## src/rtl/apb_rr_master_pkg.sv

```systemverilog
// Shared types for the round-robin APB master.
//   apb_mst_st_e : master FSM states
//   PH_*         : {psel, penable} encoding of each APB phase
package apb_rr_master_pkg;

  typedef enum logic [1:0] {
    ST_IDLE   = 2'd0,
    ST_SETUP  = 2'd1,
    ST_ACCESS = 2'd2
  } apb_mst_st_e;

  // {psel, penable}
  localparam logic [1:0] PH_IDLE   = 2'b00;
  localparam logic [1:0] PH_SETUP  = 2'b10;
  localparam logic [1:0] PH_ACCESS = 2'b11;

endpackage

```

## src/rtl/apb_rr_master_if.sv

```systemverilog
// Bus bundle for apb_rr_master: the client request/response side plus
// the APB master port.
//   master modport : view of the APB master (apb_rr_master itself)
//   slave  modport : view of everything around it (clients + APB slave)
// Per-client address/data are packed [client][bit], so client i sits at
// flat bits [i*W +: W].
interface apb_rr_master_if #(
  parameter int NUM_REQ   = 4,
  parameter int addrWidth = 32,
  parameter int dataWidth = 32
);
  localparam int IW = $clog2(NUM_REQ);

  logic [NUM_REQ-1:0]                req;
  logic [NUM_REQ-1:0]                req_write;
  logic [NUM_REQ-1:0][addrWidth-1:0] req_addr;
  logic [NUM_REQ-1:0][dataWidth-1:0] req_wdata;
  logic [NUM_REQ-1:0]                gnt;
  logic                              rsp_valid;
  logic [IW-1:0]                     rsp_id;
  logic [dataWidth-1:0]              rsp_rdata;
  logic                              rsp_err;
  logic [addrWidth-1:0]              paddr;
  logic                              pwrite;
  logic                              psel;
  logic                              penable;
  logic [dataWidth-1:0]              pwdata;
  logic [dataWidth-1:0]              prdata;
  logic                              pready;

  modport master (
    input  req, req_write, req_addr, req_wdata, prdata, pready,
    output gnt, rsp_valid, rsp_id, rsp_rdata, rsp_err,
           paddr, pwrite, psel, penable, pwdata
  );

  modport slave (
    output req, req_write, req_addr, req_wdata, prdata, pready,
    input  gnt, rsp_valid, rsp_id, rsp_rdata, rsp_err,
           paddr, pwrite, psel, penable, pwdata
  );

endinterface

```

## src/rtl/apb_rr_master_rr_arbiter.sv

```systemverilog
// Combinational round-robin arbiter.
//   req_i : request vector
//   ptr_i : index of the previous winner; search starts at ptr_i+1
//   gnt_o : one-hot grant, idx_o : its index, any_o : some request set
module rr_arbiter #(
  parameter int N = 4
) (
  input  logic [N-1:0]         req_i,
  input  logic [$clog2(N)-1:0] ptr_i,
  output logic [N-1:0]         gnt_o,
  output logic [$clog2(N)-1:0] idx_o,
  output logic                 any_o
);
  localparam int IW = $clog2(N);

  logic [IW-1:0] lane;

  // Walk ptr+1 .. ptr+N (mod N); the first set bit wins, so the previous
  // winner is checked last.
  always_comb begin
    gnt_o = '0;
    idx_o = '0;
    any_o = 1'b0;
    lane  = '0;
    for (int i = 1; i <= N; i++) begin
      lane = IW'((int'(ptr_i) + i) % N);
      if (!any_o && req_i[lane]) begin
        any_o       = 1'b1;
        idx_o       = lane;
        gnt_o[lane] = 1'b1;
      end
    end
  end

endmodule

```

## src/rtl/apb_rr_master.sv

```systemverilog
// Multi-requester APB master: NUM_REQ clients share one APB slave.
// Round-robin arbitration in IDLE, then SETUP and ACCESS phases, then a
// registered response (data or timeout error) in the following cycle.
//   clk   : clock, posedge
//   rst_n : synchronous reset, active HIGH (rst_n=1 resets)
//   bus   : client request/response signals + APB master port
// gnt is the only combinational output (req -> gnt in IDLE); every APB
// output comes straight from a register.
module apb_rr_master #(
  parameter int NUM_REQ   = 4,
  parameter int addrWidth = 32,
  parameter int dataWidth = 32,
  parameter int TIMEOUT   = 16
) (
  input  logic              clk,
  input  logic              rst_n,
  apb_rr_master_if.master   bus
);
  import apb_rr_master_pkg::*;

  localparam int IW = $clog2(NUM_REQ);
  localparam int WW = $clog2(TIMEOUT + 1);

  apb_mst_st_e          state_q;
  logic [IW-1:0]        ptr_q;
  logic [IW-1:0]        id_q;
  logic [addrWidth-1:0] addr_q;
  logic                 write_q;
  logic [dataWidth-1:0] wdata_q;
  logic [WW-1:0]        wdog_q;
  logic                 psel_q;
  logic                 penable_q;
  logic                 rsp_valid_q;
  logic [IW-1:0]        rsp_id_q;
  logic [dataWidth-1:0] rsp_rdata_q;
  logic                 rsp_err_q;

  logic [NUM_REQ-1:0]   arb_gnt;
  logic [IW-1:0]        arb_idx;
  logic                 arb_any;

  rr_arbiter #(.N(NUM_REQ)) u_arb (
    .req_i (bus.req),
    .ptr_i (ptr_q),
    .gnt_o (arb_gnt),
    .idx_o (arb_idx),
    .any_o (arb_any)
  );

  // Suppressed while reset is held so a client never sees a grant for a
  // request that the reset edge throws away.
  assign bus.gnt       = (state_q == ST_IDLE && !rst_n) ? arb_gnt : '0;
  assign bus.paddr     = addr_q;
  assign bus.pwrite    = write_q;
  assign bus.pwdata    = wdata_q;
  assign bus.psel      = psel_q;
  assign bus.penable   = penable_q;
  assign bus.rsp_valid = rsp_valid_q;
  assign bus.rsp_id    = rsp_id_q;
  assign bus.rsp_rdata = rsp_rdata_q;
  assign bus.rsp_err   = rsp_err_q;

  always_ff @(posedge clk) begin
    if (rst_n) begin
      state_q               <= ST_IDLE;
      ptr_q                 <= IW'(NUM_REQ - 1);  // client 0 wins first
      id_q                  <= '0;
      addr_q                <= '0;
      write_q               <= 1'b0;
      wdata_q               <= '0;
      wdog_q                <= '0;
      {psel_q, penable_q}   <= PH_IDLE;
      rsp_valid_q           <= 1'b0;
      rsp_id_q              <= '0;
      rsp_rdata_q           <= '0;
      rsp_err_q             <= 1'b0;
    end else begin
      // Response is a one-cycle pulse; fields read as 0 when not valid.
      rsp_valid_q <= 1'b0;
      rsp_id_q    <= '0;
      rsp_rdata_q <= '0;
      rsp_err_q   <= 1'b0;
      case (state_q)
        ST_IDLE: begin
          if (arb_any) begin
            ptr_q               <= arb_idx;
            id_q                <= arb_idx;
            addr_q              <= bus.req_addr[arb_idx];
            write_q             <= bus.req_write[arb_idx];
            // pwdata is driven straight from this latch, so zero it on reads.
            wdata_q             <= bus.req_write[arb_idx] ? bus.req_wdata[arb_idx] : '0;
            {psel_q, penable_q} <= PH_SETUP;
            state_q             <= ST_SETUP;
          end
        end
        ST_SETUP: begin
          {psel_q, penable_q} <= PH_ACCESS;
          state_q             <= ST_ACCESS;
        end
        ST_ACCESS: begin
          if (bus.pready) begin
            rsp_valid_q         <= 1'b1;
            rsp_id_q            <= id_q;
            rsp_rdata_q         <= write_q ? '0 : bus.prdata;
            wdog_q              <= '0;
            {psel_q, penable_q} <= PH_IDLE;
            state_q             <= ST_IDLE;
          end else if (wdog_q == WW'(TIMEOUT - 1)) begin
            // TIMEOUT-th stalled ACCESS cycle: abort with an error response.
            rsp_valid_q         <= 1'b1;
            rsp_id_q            <= id_q;
            rsp_err_q           <= 1'b1;
            wdog_q              <= '0;
            {psel_q, penable_q} <= PH_IDLE;
            state_q             <= ST_IDLE;
          end else begin
            wdog_q <= wdog_q + 1'b1;
          end
        end
        default: begin
          {psel_q, penable_q} <= PH_IDLE;
          state_q             <= ST_IDLE;
        end
      endcase
    end
  end

endmodule

```

## src/flat_wrapper.sv

```systemverilog
// flat-port wrapper written by rule: the top's interface ports become plain ports
module apb_rr_master_flat import apb_rr_master_pkg::*;
#(
  parameter int NUM_REQ   = 4,
  parameter int addrWidth = 32,
  parameter int dataWidth = 32,
  parameter int TIMEOUT   = 16
)
  (clk, rst_n, bus_req, bus_req_write, bus_req_addr, bus_req_wdata, bus_prdata, bus_pready, bus_gnt, bus_rsp_valid, bus_rsp_id, bus_rsp_rdata, bus_rsp_err, bus_paddr, bus_pwrite, bus_psel, bus_penable, bus_pwdata);
  apb_rr_master_if #(.NUM_REQ(NUM_REQ), .addrWidth(addrWidth), .dataWidth(dataWidth)) bus_i ();
  input  logic clk;
  input  logic rst_n;
  input wire logic [$bits(bus_i.req)-1:0] bus_req;
  input wire logic [$bits(bus_i.req_write)-1:0] bus_req_write;
  input wire logic [$bits(bus_i.req_addr)-1:0] bus_req_addr;
  input wire logic [$bits(bus_i.req_wdata)-1:0] bus_req_wdata;
  input wire logic [$bits(bus_i.prdata)-1:0] bus_prdata;
  input wire logic [$bits(bus_i.pready)-1:0] bus_pready;
  output wire logic [$bits(bus_i.gnt)-1:0] bus_gnt;
  output wire logic [$bits(bus_i.rsp_valid)-1:0] bus_rsp_valid;
  output wire logic [$bits(bus_i.rsp_id)-1:0] bus_rsp_id;
  output wire logic [$bits(bus_i.rsp_rdata)-1:0] bus_rsp_rdata;
  output wire logic [$bits(bus_i.rsp_err)-1:0] bus_rsp_err;
  output wire logic [$bits(bus_i.paddr)-1:0] bus_paddr;
  output wire logic [$bits(bus_i.pwrite)-1:0] bus_pwrite;
  output wire logic [$bits(bus_i.psel)-1:0] bus_psel;
  output wire logic [$bits(bus_i.penable)-1:0] bus_penable;
  output wire logic [$bits(bus_i.pwdata)-1:0] bus_pwdata;
  assign bus_i.req = bus_req;
  assign bus_i.req_write = bus_req_write;
  assign bus_i.req_addr = bus_req_addr;
  assign bus_i.req_wdata = bus_req_wdata;
  assign bus_i.prdata = bus_prdata;
  assign bus_i.pready = bus_pready;
  assign bus_gnt = bus_i.gnt;
  assign bus_rsp_valid = bus_i.rsp_valid;
  assign bus_rsp_id = bus_i.rsp_id;
  assign bus_rsp_rdata = bus_i.rsp_rdata;
  assign bus_rsp_err = bus_i.rsp_err;
  assign bus_paddr = bus_i.paddr;
  assign bus_pwrite = bus_i.pwrite;
  assign bus_psel = bus_i.psel;
  assign bus_penable = bus_i.penable;
  assign bus_pwdata = bus_i.pwdata;
  apb_rr_master #(.NUM_REQ(NUM_REQ), .addrWidth(addrWidth), .dataWidth(dataWidth), .TIMEOUT(TIMEOUT)) u_core (.clk(clk), .rst_n(rst_n), .bus(bus_i));
endmodule
```

## config.mk

```make
export PLATFORM = sky130hd
export DESIGN_NAME = apb_rr_master_flat
export DESIGN_NICKNAME = d
export VERILOG_FILES = /design/src/rtl/apb_rr_master_pkg.sv /design/src/rtl/apb_rr_master_if.sv /design/src/rtl/apb_rr_master_rr_arbiter.sv /design/src/rtl/apb_rr_master.sv /design/src/flat_wrapper.sv
export SDC_FILE = /design/constraint.sdc
export NUM_CORES = 1
export LEC_CHECK = 0
export ABC_AREA = 1
export CORE_AREA = 2 2 159 161
export CTS_CLUSTER_SIZE = 40
export DETAILED_ROUTE_END_ITERATION = 8
export DIE_AREA = 0 0 161 163
export GPL_TIMING_DRIVEN = 0
export HOLD_SLACK_MARGIN = 0.15
export PLACE_DENSITY = 0.77
export SLEW_MARGIN = 20
export SYNTH_ARGS = -nofsm -noshare
export SYNTH_HDL_FRONTEND = slang
export SYNTH_SLANG_ARGS = --single-unit
```

## constraint.sdc

```tcl
create_clock -name clk -period 5.4 [get_ports clk]
set_input_delay 0.54 -clock clk [delete_from_list [all_inputs] [get_ports clk]]
set_output_delay 0.54 -clock clk [all_outputs]
set_load 0.02 [all_outputs]
```

# ---- Word level (Yosys, flattened, before mapping)
# Index checks and enable logic that the tools add are counted.
dict set report totals {
  register_bits 114
  input_bits 299
  output_inout_bits 107
  wordCells 107
}
dict set report classes {
  addsub 5
  n_lt_le_gt_ge 9
  eq_ne 5
  n_mux 52
  n_bitwise 5
  reduce_logical 18
}
# op n
set ops {}
lappend ops {{binary-select mux 32 bit (select 2 bit)} 2}
lappend ops {{two-way mux 32 bit} 3}
lappend ops {{two-way mux 4 bit} 5}
lappend ops {{two-way mux 1 bit} 19}
lappend ops {{two-way mux 2 bit} 9}
lappend ops {{less-than comparator 2 x 3 -> 1 bit (second input constant)} 5}
lappend ops {{OR 4 bit} 3}
lappend ops {{binary-select mux 1 bit (select 2 bit)} 5}
lappend ops {{two-way mux 5 bit} 2}
lappend ops {{demux 1 bit (select 2 bit)} 4}
lappend ops {{greater-or-equal comparator 2 x 1 -> 1 bit (second input constant)} 4}
lappend ops {{logical AND 1 bit} 8}
lappend ops {{one-hot mux 1 bit (3 select lines)} 2}
lappend ops {{one-hot mux 2 bit (3 select lines)} 1}
lappend ops {{adder 5 x 1 -> 5 bit (second input constant)} 1}
lappend ops {{equality test 5 x 4 -> 1 bit (second input constant)} 1}
lappend ops {{adder 2 x 1 -> 2 bit (second input constant)} 2}
lappend ops {{adder 2 bit (second input constant)} 2}
lappend ops {{logical NOT 1 bit} 4}
lappend ops {{AND reduction 2 bit} 2}
lappend ops {{OR reduction 4 bit} 1}
lappend ops {{inequality test 3 x 2 -> 1 bit (second input constant)} 1}
lappend ops {{OR reduction 3 bit} 1}
lappend ops {{equality test 2 x 1 -> 1 bit (second input constant)} 1}
lappend ops {{5 further kinds} 6}

# ---- Longest topological paths before layout
dict set report logic_depth {
  depth_word 16
  mapped_depth 18
  mapped_depth_nobuf 15
}

# ---- Modules after synthesis
# A second synthesis with hierarchy kept.
dict set report unflattened {
  hier_cells 1184
  hier_area_um2 6945.4
}
# module instances cells_each area_each_um2 seq_area_each_um2
set modules_own_cells {}
lappend modules_own_cells {apb_rr_master 1 1103 6409.9 2262.2}
lappend modules_own_cells {rr_arbiter 1 81 535.5 0.0}

# ---- Worst setup path after synthesis
# No wires, ideal clock.
dict set report synth_path {
  path_kind {reg2out}
  start {register u_core.ptr_q[0]}
  end {output bus_gnt[0]}
  arrival_ns 2.012
  required_ns 4.860
  setup_slack_ns 2.848
  stages_incl_launch_ff 13
  path_buffers 1
  cell_sequence {dfxtp_1 buf_6 inv_6 ha_1 inv_2 nand2_2 nand2_4 inv_2 nand3_1 nor2_1 nand2_1 a311o_1 inv_1}
}
dict set report synth_via {
  elab_chain_len 14
  elab_cells_between_ends 49
  cone_classes {add/sub (4); order compare (8); mux (24); bitwise (3); reduce/logical (10)}
}
# item line
set synth_lines {}
lappend synth_lines {{start: declaration} apb_rr_master.sv:25} ;# logic [IW-1:0] ptr_q;
lappend synth_lines {{start signal: assignment} apb_rr_master.sv:66} ;# ptr_q <= IW'(NUM_REQ - 1);
lappend synth_lines {{start signal: assignment} apb_rr_master.sv:86} ;# ptr_q <= arb_idx;
lappend synth_lines {{parallel branches: the longest is 12 deep, another holds less-than comparator 2 x 3 -> 1 bit} n/a}
lappend synth_lines {{two-way mux 4 bit *} apb_rr_master_rr_arbiter.sv:27} ;# if (!any_o && req_i[lane]) begin
lappend synth_lines {{two-way mux 4 bit *} apb_rr_master.sv:52} ;# assign bus.gnt = (state_q == ST_IDLE && !rst_n) ? arb_gnt : '0;
lappend synth_lines {{end: declaration} flat_wrapper.sv:19} ;# output wire logic [$bits(bus_i.gnt)-1:0] bus_gnt;
# Every way passes the cells marked *. The select of a mux whose other input is x is not followed.

# ---- Worst setup path in the final report
dict set report layout_path {
  start {register u_core.ptr_q[1]}
  end {output bus_gnt[0]}
}
# The elaborated chain is that of the path after synthesis.

==> metrics.log <==
INFO  metric layout-drive-gt1-share = 5.475%
INFO  metric power.density = 650.5 nW/um^2
INFO  metric dpl_cell_area = 11730 um^2
INFO  metric totalNegativeSetupSlack = 0 ns
INFO  metric finalSetupViolCount = 0
INFO  metric die_height = 163 um
INFO  metric ys_types = 31
INFO  metric drtAntennaViolNets = 0
INFO  metric critPathLaunchType = register
INFO  metric max-cap-violations = 0
INFO  metric cell_types_occupying_the_most_area_after_synthesis = sky130_fd_sc_hd__dfxtp_1, sky130_fd_sc_hd__inv_1, sky130_fd_sc_hd__nand2_1, sky130_fd_sc_hd__nand3_1, sky130_fd_sc_hd__nor2_1
INFO  metric maxSlewHeadroom = a little under half
INFO  metric post_drt_via_cell_ratio = ~4.7
INFO  metric final_design_area_no_fill = 12330 um^2
INFO  metric power.leakage = roughly 0.006 uW
INFO  metric die_w = 161 um
INFO  metric route.detailed.drc = 0
INFO  metric place.detailed.instances = 1961
INFO  metric total_number_of_nets_in_the_final_design = 1958
INFO  metric pin_count_of_the_biggest_net_entering_global_routing = 17
INFO  metric rows = 58
INFO  metric detailedPlace.worstSlack = around 1.9 ns
INFO  metric final.setup_skew = 0.008366 ns
INFO  metric netlist_area = 7263 um^2
INFO  metric cts_tree = built
INFO  metric grt_antenna_before_repair = 1
INFO  metric first_global_vias = 8793
INFO  metric worst_pin_slew = 0.7924 ns
INFO  metric endpoint_arrival_time_on_the_critical_path = 3.31 ns
INFO  metric utilization = 49.98%
INFO  metric vias = between 9000 and 10000
INFO  metric global_route.overflow_total = 0
INFO  metric timing.critical_path.required = 4.86 ns
INFO  metric cts_post_setup_buffers_inserted = 0
INFO  metric route.detailed.wl_per_inst = 16.15 um
INFO  metric synth.most_common_cell = sky130_fd_sc_hd__inv_1
INFO  metric synth_adder_area_share = 1.550%
INFO  metric synthDominantCellAreaShare = 31.15%
INFO  metric syn_avg_cell_area = 5.924 um^2
INFO  metric crit_path_max_fanout = 8
INFO  metric number_of_gates_resized_after_cts = 0
INFO  metric insertion_delay = 0.41 ns
INFO  metric timing.hold.worst.class = reg2reg
INFO  metric first_iter_violations = between 500 and 600
INFO  metric fmaxAchievable = 259.6 MHz
INFO  metric port_buffers = 405
INFO  metric cts_hold_buf = 0
INFO  metric netlist.top_cell.by_area = sky130_fd_sc_hd__dfxtp_1
INFO  metric finalCriticalPeriod = 3.852 ns
INFO  metric grt.total_usage = 23.36%
INFO  metric setup_repair_after_global_routing_missed_its_margin = false
INFO  metric slew_violations = 0
INFO  metric grt_first_pass_wirelength = 47030 um
INFO  metric synthFlopType = sky130_fd_sc_hd__dfxtp_1
INFO  metric ir_drop = 0.3184 mV
INFO  metric detailedRoute.firstPassIterationCount = 5
INFO  metric detailed_place_hpwl = about 26000 um
INFO  metric route.final.wire_length = between 30000 and 40000 um
INFO  metric crit_type = reg2out
INFO  metric postLayoutSetupSlackWorst = 1.548 ns
INFO  metric gp_congestion = 0.9197
INFO  metric switching_power = 4267 uW
INFO  metric synth_top_family_by_area = simple AND/OR/NAND/NOR gates
INFO  metric mappedNetlistNets = 1534
INFO  metric inserted_clock_buffers = 17
INFO  metric synth_enable_flop_cells = 0
INFO  metric initial_utilization = 29.44%
INFO  metric synth-simple-area-share = 34.13%
INFO  metric ys_top_cells_by_count = sky130_fd_sc_hd__inv_1, sky130_fd_sc_hd__nand2_1, sky130_fd_sc_hd__nand3_1
INFO  metric cts_buffer_depth = 2
INFO  metric synth.area.mux_share = 0%
INFO  metric cellInternalPower = 3755 uW
INFO  metric clock_power_share = between 10% and 20%
INFO  metric pwr-share-seq = roughly 14%
INFO  metric cts.reportedPaths.clkPinSlew = 0.06 ns
INFO  metric finalHoldViolCount = 0
INFO  metric ys_async_sr_fraction = 0%
INFO  metric layout.cells.non_filler = between 1500 and 2000
INFO  metric clock-sinks = 113
INFO  metric fraction_of_the_yosys_area_taken_by_sequential_cells = 31.15%
INFO  metric top_level_ports = around 410
INFO  metric comb_power_share = 71.6%
INFO  metric synth-xor-area-share = 0%
INFO  metric ys_ff_latch = 113
INFO  metric clock-root-buffer = sky130_fd_sc_hd__clkbuf_16
INFO  metric area_of_the_placeable_core = between 20000 and 25000 um^2
INFO  metric clock_tree.htree_level_count = 4
INFO  metric power.share.switching = around 53%
INFO  metric final_min_period_over_clock_period = 71.33%
INFO  metric syn_to_final_growth = 69.78%
INFO  metric status = finished clean
INFO  metric design.die.area = about 26000 um^2
INFO  metric nature_of_the_critical_path_endpoint = output pin
INFO  metric number_of_cells_produced_by_synthesis = 1226
INFO  metric ys_warn_count = 0
INFO  metric synth_compound_gate_area_share = 14.26%
-- cells by family after synthesis --
family / count (synthesis)
AO/OA/AOI/OAI: 184
adder cells (fa/ha/maj): 9
flip-flops: 113
AND/OR/NAND/NOR: 584
buffers and inverters: 336
-- worst max-delay path, cell delays in order, from the launching register on --
cell and delay [ns]:
sky130_fd_sc_hd__dfxtp_1 0.48, sky130_fd_sc_hd__inv_1 0.22, sky130_fd_sc_hd__ha_1 0.43, sky130_fd_sc_hd__inv_2 0.07
sky130_fd_sc_hd__nand2_2 0.10, sky130_fd_sc_hd__nand2_4 0.08, sky130_fd_sc_hd__inv_2 0.09, sky130_fd_sc_hd__nand3_1 0.13
sky130_fd_sc_hd__nor2_1 0.26, sky130_fd_sc_hd__nand2_1 0.09, sky130_fd_sc_hd__a311o_1 0.27, sky130_fd_sc_hd__inv_1 0.07
sky130_fd_sc_hd__clkdlybuf4s50_1 0.61
-- per-layer routing --
metal  vias to the layer above  part of all wire [%]  global-route usage (%)
met5                         -                     0                       0
met4                         0                   3.2                   9.172
met3                        62                   7.5                   5.373
met2                       413                    50                   42.53
met1                      4194                    39                   26.44
li1                       4644                     -                       -
-- final timing paths --
path	startpoint	endpoint	slack, ns	cells past startpoint
worst max-delay path	u_core.ptr_q[1]	bus_gnt[0]	1.55	12
worst min-delay path	u_core.id_q[0]	u_core.bus.rsp_id[0]	0.45	2
worst max register to register	u_core.ptr_q[1]	u_core.bus.pwdata[28]	2.15	13
worst min register to register	u_core.id_q[0]	u_core.bus.rsp_id[0]	0.45	2
-- state kept, by name (all words and copies together), names as in the netlist --
signal / count
u_core.bus.penable: 1
u_core.wdog_q: 5
u_core.state_q: 1
u_core.bus.rsp_valid: 1
u_core.bus.pwdata: 32
u_core.bus.rsp_id: 2
u_core.id_q: 2
u_core.bus.rsp_rdata: 32
u_core.bus.paddr: 32
u_core.bus.pwrite: 1
u_core.bus.psel: 1
u_core.bus.rsp_err: 1
u_core.ptr_q: 2
-- metrics by stage --
| stage | power [uW] | hold WS (ns) |
|---|---|---|
| 6_report | 8022 | 0.4526 |
| 5_1_grt | 8746 | 0.4698 |
| 4_1_cts | 8056 | 0.4491 |
| 3_5_place_dp | 6873 | 0.4344 |
| 3_3_place_gp | 6782 | 0.4373 |
| 2_1_floorplan | 4875 | 0.4084 |
-- placed cells by master, fill, tap and decap left out, drive strengths merged --
cell type | netlist | final
a211oi | 2 | 2
a21oi | 72 | 72
a22oi | 2 | 2
a311o | 1 | 1
buf | 49 | 49
bufinv | 0 | 3
clkbuf | 31 | 49
clkdlybuf4s50 | 0 | 405
clkinv | 0 | 3
clkinvlp | 0 | 5
dfxtp | 113 | 113
diode | 0 | 1
ha | 9 | 9
inv | 256 | 258
nand2 | 254 | 254
nand3 | 177 | 177
nand3b | 1 | 1
nand4 | 4 | 4
nor2 | 147 | 147
nor4 | 1 | 1
o2111ai | 1 | 1
o211ai | 34 | 34
o21a | 1 | 1
o21ai | 70 | 70
o22ai | 1 | 1
-- power groups by stage --
| stage | Clock [uW] | Combinational (uW) | Sequential (uW) |
|---|---|---|---|
| 2_1_floorplan | 0 | 3580 | 1300 |
| 3_3_place_gp | 0 | 5660 | 1130 |
| 3_5_place_dp | 0 | 5740 | 1130 |
| 4_1_cts | 1180 | 5760 | 1120 |
| 5_1_grt | 1220 | 6390 | 1130 |
| 6_report | 1160 | 5740 | 1120 |
-- cell type report --
| type | count | area [um^2] |
|---|---|---|
| Antenna cell | 1 | 2.502 |
| Buffer | 80 | 407.9 |
| Clock buffer | 18 | 439.2 |
| Clock inverter | 13 | 160.2 |
| Fill cell | 2515 | 12340 |
| Inverter | 256 | 965.9 |
| Multi-Input combinational cell | 777 | 3627 |
| Sequential cell | 113 | 2262 |
| Tap cell | 330 | 412.9 |
| Timing Repair Buffer | 405 | 4054 |
(Power assumes the default switching activity.)
